[config.mk]
export PLATFORM = sky130hd
export DESIGN_NAME = beatmap_note_reader
export DESIGN_NICKNAME = d
export VERILOG_FILES = /design/src/rtl/beatmap_note_reader.sv
export SDC_FILE = /design/constraint.sdc
export NUM_CORES = 1
export LEC_CHECK = 0
export CAP_MARGIN = 20
export CORE_ASPECT_RATIO = 0.6
export CORE_UTILIZATION = 51
export DETAILED_ROUTE_END_ITERATION = 16
export PLACE_DENSITY = 0.74
export SLEW_MARGIN = 25
export SYNTH_ARGS = -nofsm -noshare
export SYNTH_HDL_FRONTEND = slang
export SYNTH_SLANG_ARGS = --single-unit
[constraint.sdc]
create_clock -name clk -period 2.4 [get_ports clk]
set_clock_uncertainty 0.15 [all_clocks]
set_input_delay 0.48 -clock clk [delete_from_list [all_inputs] [get_ports clk]]
set_output_delay 0.48 -clock clk [all_outputs]
set_load 0.005 [all_outputs]
[src/rtl/beatmap_note_reader.sv]
// Beatmap byte FIFO plus beat-timed note decoder for the lane renderer/scorer.
// Optional stream sequence checker enabled by defining BEATMAP_SEQ_CHECK_EN.
module beatmap_note_reader #(
  parameter int DEPTH       = 8,
  parameter int BEAT_CYCLES = 16,
  parameter int SEQ_BASE    = 160,
  parameter int SEQ_LAST    = 176,
  parameter int SEQ_STEP    = 4
) (
  input  logic                     clk,
  input  logic                     resetn,
  input  logic                     in_valid,
  input  logic [7:0]               in_data,
  output logic                     in_ready,
  input  logic                     start,
  input  logic                     stop,
  output logic                     beat_tick,
  output logic                     note_valid,
  output logic [3:0]               note_lane,
  output logic                     note_hold,
  output logic [$clog2(DEPTH):0]   fifo_level,
  output logic [7:0]               underrun_cnt,
  output logic                     busy,
  output logic                     seq_err
);

  localparam int AW = $clog2(DEPTH);
  localparam int CW = $clog2(BEAT_CYCLES);
  localparam logic [CW-1:0] CNT_LAST = CW'(BEAT_CYCLES - 1);
  localparam logic [AW:0]   LVL_FULL = (AW+1)'(DEPTH);

  if (DEPTH < 2 || (DEPTH & (DEPTH - 1)) != 0 || BEAT_CYCLES < 2 ||
      SEQ_STEP < 1 || SEQ_BASE > 255 || SEQ_LAST > 255) begin : g_bad_param
    $error("beatmap_note_reader: illegal parameter set");
  end

  typedef enum logic [1:0] {S_IDLE, S_PLAY, S_DRAIN} state_t;

  state_t          state_q, state_d;
  logic [CW-1:0]   cnt_q, cnt_d;
  logic [AW-1:0]   wr_ptr_q, rd_ptr_q;
  logic [AW:0]     level_q;
  logic [7:0]      mem_q [DEPTH];
  logic            beat_tick_q, note_valid_q, note_hold_q;
  logic [3:0]      note_lane_q;
  logic [7:0]      underrun_q;

  logic       full, empty, tick, push, pop, head_is_note, head_unused;
  logic [7:0] head;

  assign full     = (level_q == LVL_FULL);
  assign empty    = (level_q == '0);
  assign tick     = (state_q != S_IDLE) && (cnt_q == CNT_LAST);
  assign in_ready = !full && (state_q != S_DRAIN);
  assign push     = in_valid && in_ready;
  assign pop      = tick && !empty;

  assign head         = mem_q[rd_ptr_q];
  assign head_is_note = (head[7:4] == 4'hA) || (head[7:4] == 4'hB);
  assign head_unused  = ^head[1:0];

  always_ff @(posedge clk or negedge resetn) begin
    if (!resetn) begin
      state_q <= S_IDLE;
      cnt_q   <= '0;
    end else begin
      state_q <= state_d;
      cnt_q   <= cnt_d;
    end
  end

  // Beat counter free-runs in PLAY/DRAIN; stop outranks start.
  always_comb begin
    state_d = state_q;
    cnt_d   = tick ? '0 : cnt_q + 1'b1;
    case (state_q)
      S_IDLE: begin
        cnt_d = '0;
        if (start && !stop) state_d = S_PLAY;
      end
      S_PLAY: begin
        if (stop) state_d = S_DRAIN;
      end
      S_DRAIN: begin
        if (tick && empty) state_d = S_IDLE;
      end
      default: begin
        state_d = S_IDLE;
        cnt_d   = '0;
      end
    endcase
  end

  always_ff @(posedge clk) begin
    if (push) mem_q[wr_ptr_q] <= in_data;
  end

  always_ff @(posedge clk or negedge resetn) begin
    if (!resetn) begin
      wr_ptr_q     <= '0;
      rd_ptr_q     <= '0;
      level_q      <= '0;
      beat_tick_q  <= 1'b0;
      note_valid_q <= 1'b0;
      note_lane_q  <= '0;
      note_hold_q  <= 1'b0;
      underrun_q   <= '0;
    end else begin
      if (push) wr_ptr_q <= wr_ptr_q + 1'b1;
      if (pop)  rd_ptr_q <= rd_ptr_q + 1'b1;
      case ({push, pop})
        2'b10:   level_q <= level_q + 1'b1;
        2'b01:   level_q <= level_q - 1'b1;
        default: level_q <= level_q;
      endcase
      beat_tick_q  <= tick;
      note_valid_q <= pop && head_is_note;
      // Lane/hold only move on real notes so they stay tied to the last note_valid.
      if (pop && head_is_note) begin
        note_lane_q <= 4'b0001 << head[3:2];
        note_hold_q <= (head[7:4] == 4'hB);
      end
      if (tick && empty && state_q == S_PLAY && underrun_q != 8'hFF)
        underrun_q <= underrun_q + 1'b1;
    end
  end

  assign beat_tick    = beat_tick_q;
  assign note_valid   = note_valid_q;
  assign note_lane    = note_lane_q;
  assign note_hold    = note_hold_q;
  assign fifo_level   = level_q;
  assign underrun_cnt = underrun_q;
  assign busy         = (state_q != S_IDLE);

`ifdef BEATMAP_SEQ_CHECK_EN
  logic [7:0] seq_exp_q;
  logic       seq_err_q;

  // Expected value always follows the received byte, so one bad byte flags once and re-syncs.
  always_ff @(posedge clk or negedge resetn) begin
    if (!resetn) begin
      seq_exp_q <= 8'(SEQ_BASE);
      seq_err_q <= 1'b0;
    end else if (push) begin
      if (in_data != seq_exp_q) seq_err_q <= 1'b1;
      seq_exp_q <= (in_data == 8'(SEQ_LAST)) ? 8'(SEQ_BASE) : in_data + 8'(SEQ_STEP);
    end
  end

  assign seq_err = seq_err_q;
`else
  assign seq_err = 1'b0;
`endif

endmodule

==> run summary, run 1 <==
- result of the run: finished, final reports clean
- DRC violation total after the first TritonRoute iteration: 133
- cells on worst reg2reg path: 10
- highest net fanout along the worst path: 3
- post-synthesis net count: 251
- Setup violations, final: 0
- required time of the critical path: 2490 ps
- Filler Cells Inserted: 445
- synthesis warning total: 0
- endpoints failing hold: 0
- arrival time reported for the critical path endpoint: 2480 ps
- Root Buffer: clkbuf_8
- DRC violation count after routing: 0
- number of antenna violations at the first check in global routing: 0
- global placer's final weighted congestion: 0.7731
- Overall Global Routing Usage: 19.64%
- kind of critical path: register to register
- Initial Util: 54.23%
- Clock Latency Late Sink: 350 ps
- wire per inst: 16.42 um
- async set-reset flop share out of synthesis: 39.24%
- delay-heaviest family, CP: simple AND/OR/NAND/NOR gates
- post-synthesis sequential element count: 79
- Vert. Die Dim: 65.14 um
- layout cells sized above 1: 26.87%
- minimum setup slack in the final design: 13.93 ps
- startpoint type of the worst setup path: register
- Clock Sinks: 79
- number of top-level pins: 35
- post-route design area: 4218 sq um
- Power Density: 872.6 nW/um^2
- Core ar.: 6248 sq um
- crit-path cells: or4_4 > nand2_4 > inv_4 > ha_4 > xor2_2 > ha_2 > a21oi_2 > xor2_1 > nor2_1 > xor2_1
- synthesis-to-finish area growth: 24.48%
- Primary FF master, synth: edfxtp_1
- highest attainable clock frequency: 419.1 MHz
- horizontal extent of the die: 107.2 um
- most frequent standard cell in the layout excluding fill and tap cells: edfxtp_1
- footprint of the flip-flops and latches: 2220 sq um
- total number of cells along the worst setup path: 10
- final wirelength: 6205 um
- max-slew violations: 0
- commonest cells after routing, fill and taps aside: edfxtp_1 (48), clkdlybuf4s50_1 (31), dfrtp_1 (29)
- type of the most critical hold path: register to register
- Detail Route Antenna Nets: 0
- period utilisation layout: 99.42%
- number of global-route vias before repair: 1904
- multi-input logic area: 1160 sq um
- mean number of vias per cell: 5.217
- pin count of the biggest net entering global routing: 32
- cell area after placement: 3970 sq um
- delay of the slowest critical-path stage: 560 ps
- worst setup path start: fifo_level[1]
- count of buffers inserted at the top-level ports: 31
- via count: 1972
- Post-Place Worst Slack: -47.58 ps
- RSZ-0062 raised after global routing: yes
- master of the slowest instance on the critical path: or4_4
- peak supply drop: 0.7671 mV
- Unique masters post-synth: 37
- total standard cell area after synthesis: 3388 sq um
- clock tree from TritonCTS: built
- number of enable flip-flop cells after synthesis: 48
- max-cap viol count: 0
- HPWL reported at the end of detailed placement: 4340 um
- Static Leak: 1.665 nW
- number of antenna diodes: 0
- min Tclk post-route: 2386 ps
- Synth Instances: 227
- reg2reg start: fifo_level[1]
- cell row count: 22
- Hold Path Depth: 1
- maximum buffer depth of the clock tree: 2
- Clock transition at path regs: 70 ps
- total CTS buffers: 9
- part of the Yosys area used for sequential elements: 65.44%
- buffering stage count on the worst path with inverters included: 1
- wire length of the first global-routing pass: 9604 um
- average instance area after synthesis: 14.93 sq um
- Die Footprint: 6984 sq um
- number of iterations in the first detailed-routing pass: 5
- most common cell type on the critical path: xor2_1
- Final nets: 313
- global-route congestion overflow total: 0
- start point of the worst min-delay path: cnt_q[0]
- type of element capturing the critical path: register
- H-tree lvl count: 3
==> layer usage <==
layer / vias to the layer above / track usage [%] / routed length, um
met3: 6 / 7.440 / 287
met2: 46 / 25.40 / 2684
li1: 952 / - / -
met1: 968 / 29.57 / 3178
met4: 0 / 7.705 / 55
met5: - / 0 / 0
==> worst paths after layout <==
path                                        end  slack [ps]
min in group asynchronous       underrun_cnt[6]         370
worst min register to register         cnt_q[0]         330
worst max-delay path              fifo_level[2]          10
worst max register to register    fifo_level[2]          10
max in group asynchronous         fifo_level[1]        1410
worst min-delay path                   cnt_q[0]         330
==> cells in the mapped netlist (3+ instances only) <==
cell type	count	share of area (%)
o21ai_0	5	0.74
xnor2_1	10	2.6
mux2_2	12	4.0
edfxtp_1	48	43
a21oi_1	5	0.74
ha_1	11	4.1
nand4_1	4	0.74
nand3_1	4	0.59
mux4_2	8	5.3
nand2_1	13	1.4
nor3_1	3	0.44
xor2_1	8	2.1
nor2_1	15	1.7
dfrtp_1	31	23
nand2b_1	11	2.0
and2_1	3	0.55
inv_1	11	1.2
==> registers in the layout (all words and copies together), names as in the netlist <==
signal        count
wr_ptr_q          3
fifo_level        4
state_q           2
cnt_q             4
note_hold         1
mem_q            48
beat_tick         1
underrun_cnt      8
note_valid        1
note_lane         4
rd_ptr_q          3
==> power by group <==
part	switching, mW	internal [mW]	total (mW)
sequential	0.126	1.67	1.80
clock	0.444	0.504	0.948
combinational	0.463	0.472	0.936
==> metrics by stage <==
stage | hold slack, ps | power, mW | setup TNS, ps | util, % | std cells
2_1_floorplan | 34.41 | 2.268 | 0 | - | 227
3_3_place_gp | 307.8 | 2.641 | -16.45 | 63.54 | 361
3_5_place_dp | 316.3 | 2.682 | -47.58 | 63.54 | 361
4_1_cts | 331.9 | 3.642 | 0 | 66.64 | 377
5_1_grt | 343.5 | 3.886 | -126.8 | 67.50 | 378
6_report | 328.4 | 3.680 | 0 | 67.50 | 378
==> cell type report <==
| class | count | area share, % |
|---|---|---|
| Clock buffer | 12 | 3.441 |
| Clock inverter | 4 | 1.098 |
| Inverter | 11 | 1.038 |
| Multi-Input combinational cell | 132 | 27.50 |
| Sequential cell | 79 | 52.63 |
| Tap cell | 84 | 2.492 |
| Timing Repair Buffer | 56 | 11.81 |
==> repair_timing <==
item | CTS | global route
endpoints found under the hold margin | 0 | 0
hold buffers | 0 | 0
gates resized for setup | 1 | 13
buffers inserted | 0 | 1
setup endpoints to repair | 2 | 3
pin swaps | 0 | 7
==> worst reg2reg max path, stage by stage (launching register included) <==
cell and delay, ps:
dfrtp_2 420, or4_4 560, nand2_4 90, inv_4 50, ha_4 160, xor2_2 140
ha_2 190, a21oi_2 140, xor2_1 160, nor2_1 70, xor2_1 150
==> kinds of logic after synthesis <==
kind of cell / after synthesis / share of synthesized area [%]
flops: 79 / 65.44
simple gates: 63 / 10.38
mux: 21 / 9.601
compound gates: 18 / 3.619
xor+xnor: 18 / 4.653
buf+inv: 16 / 2.142
fa+ha+maj: 11 / 4.062
other cells: 1 / 0.1107
Power figures use the tool's default switching activity.
==> run 2: changes to the inputs <==
CAP_MARGIN = unset   (was 20)
GPL_TIMING_DRIVEN = 1   (was unset)
==> results of run 2 <==
Final layout, timing and power as in run 1 (identical DEF).
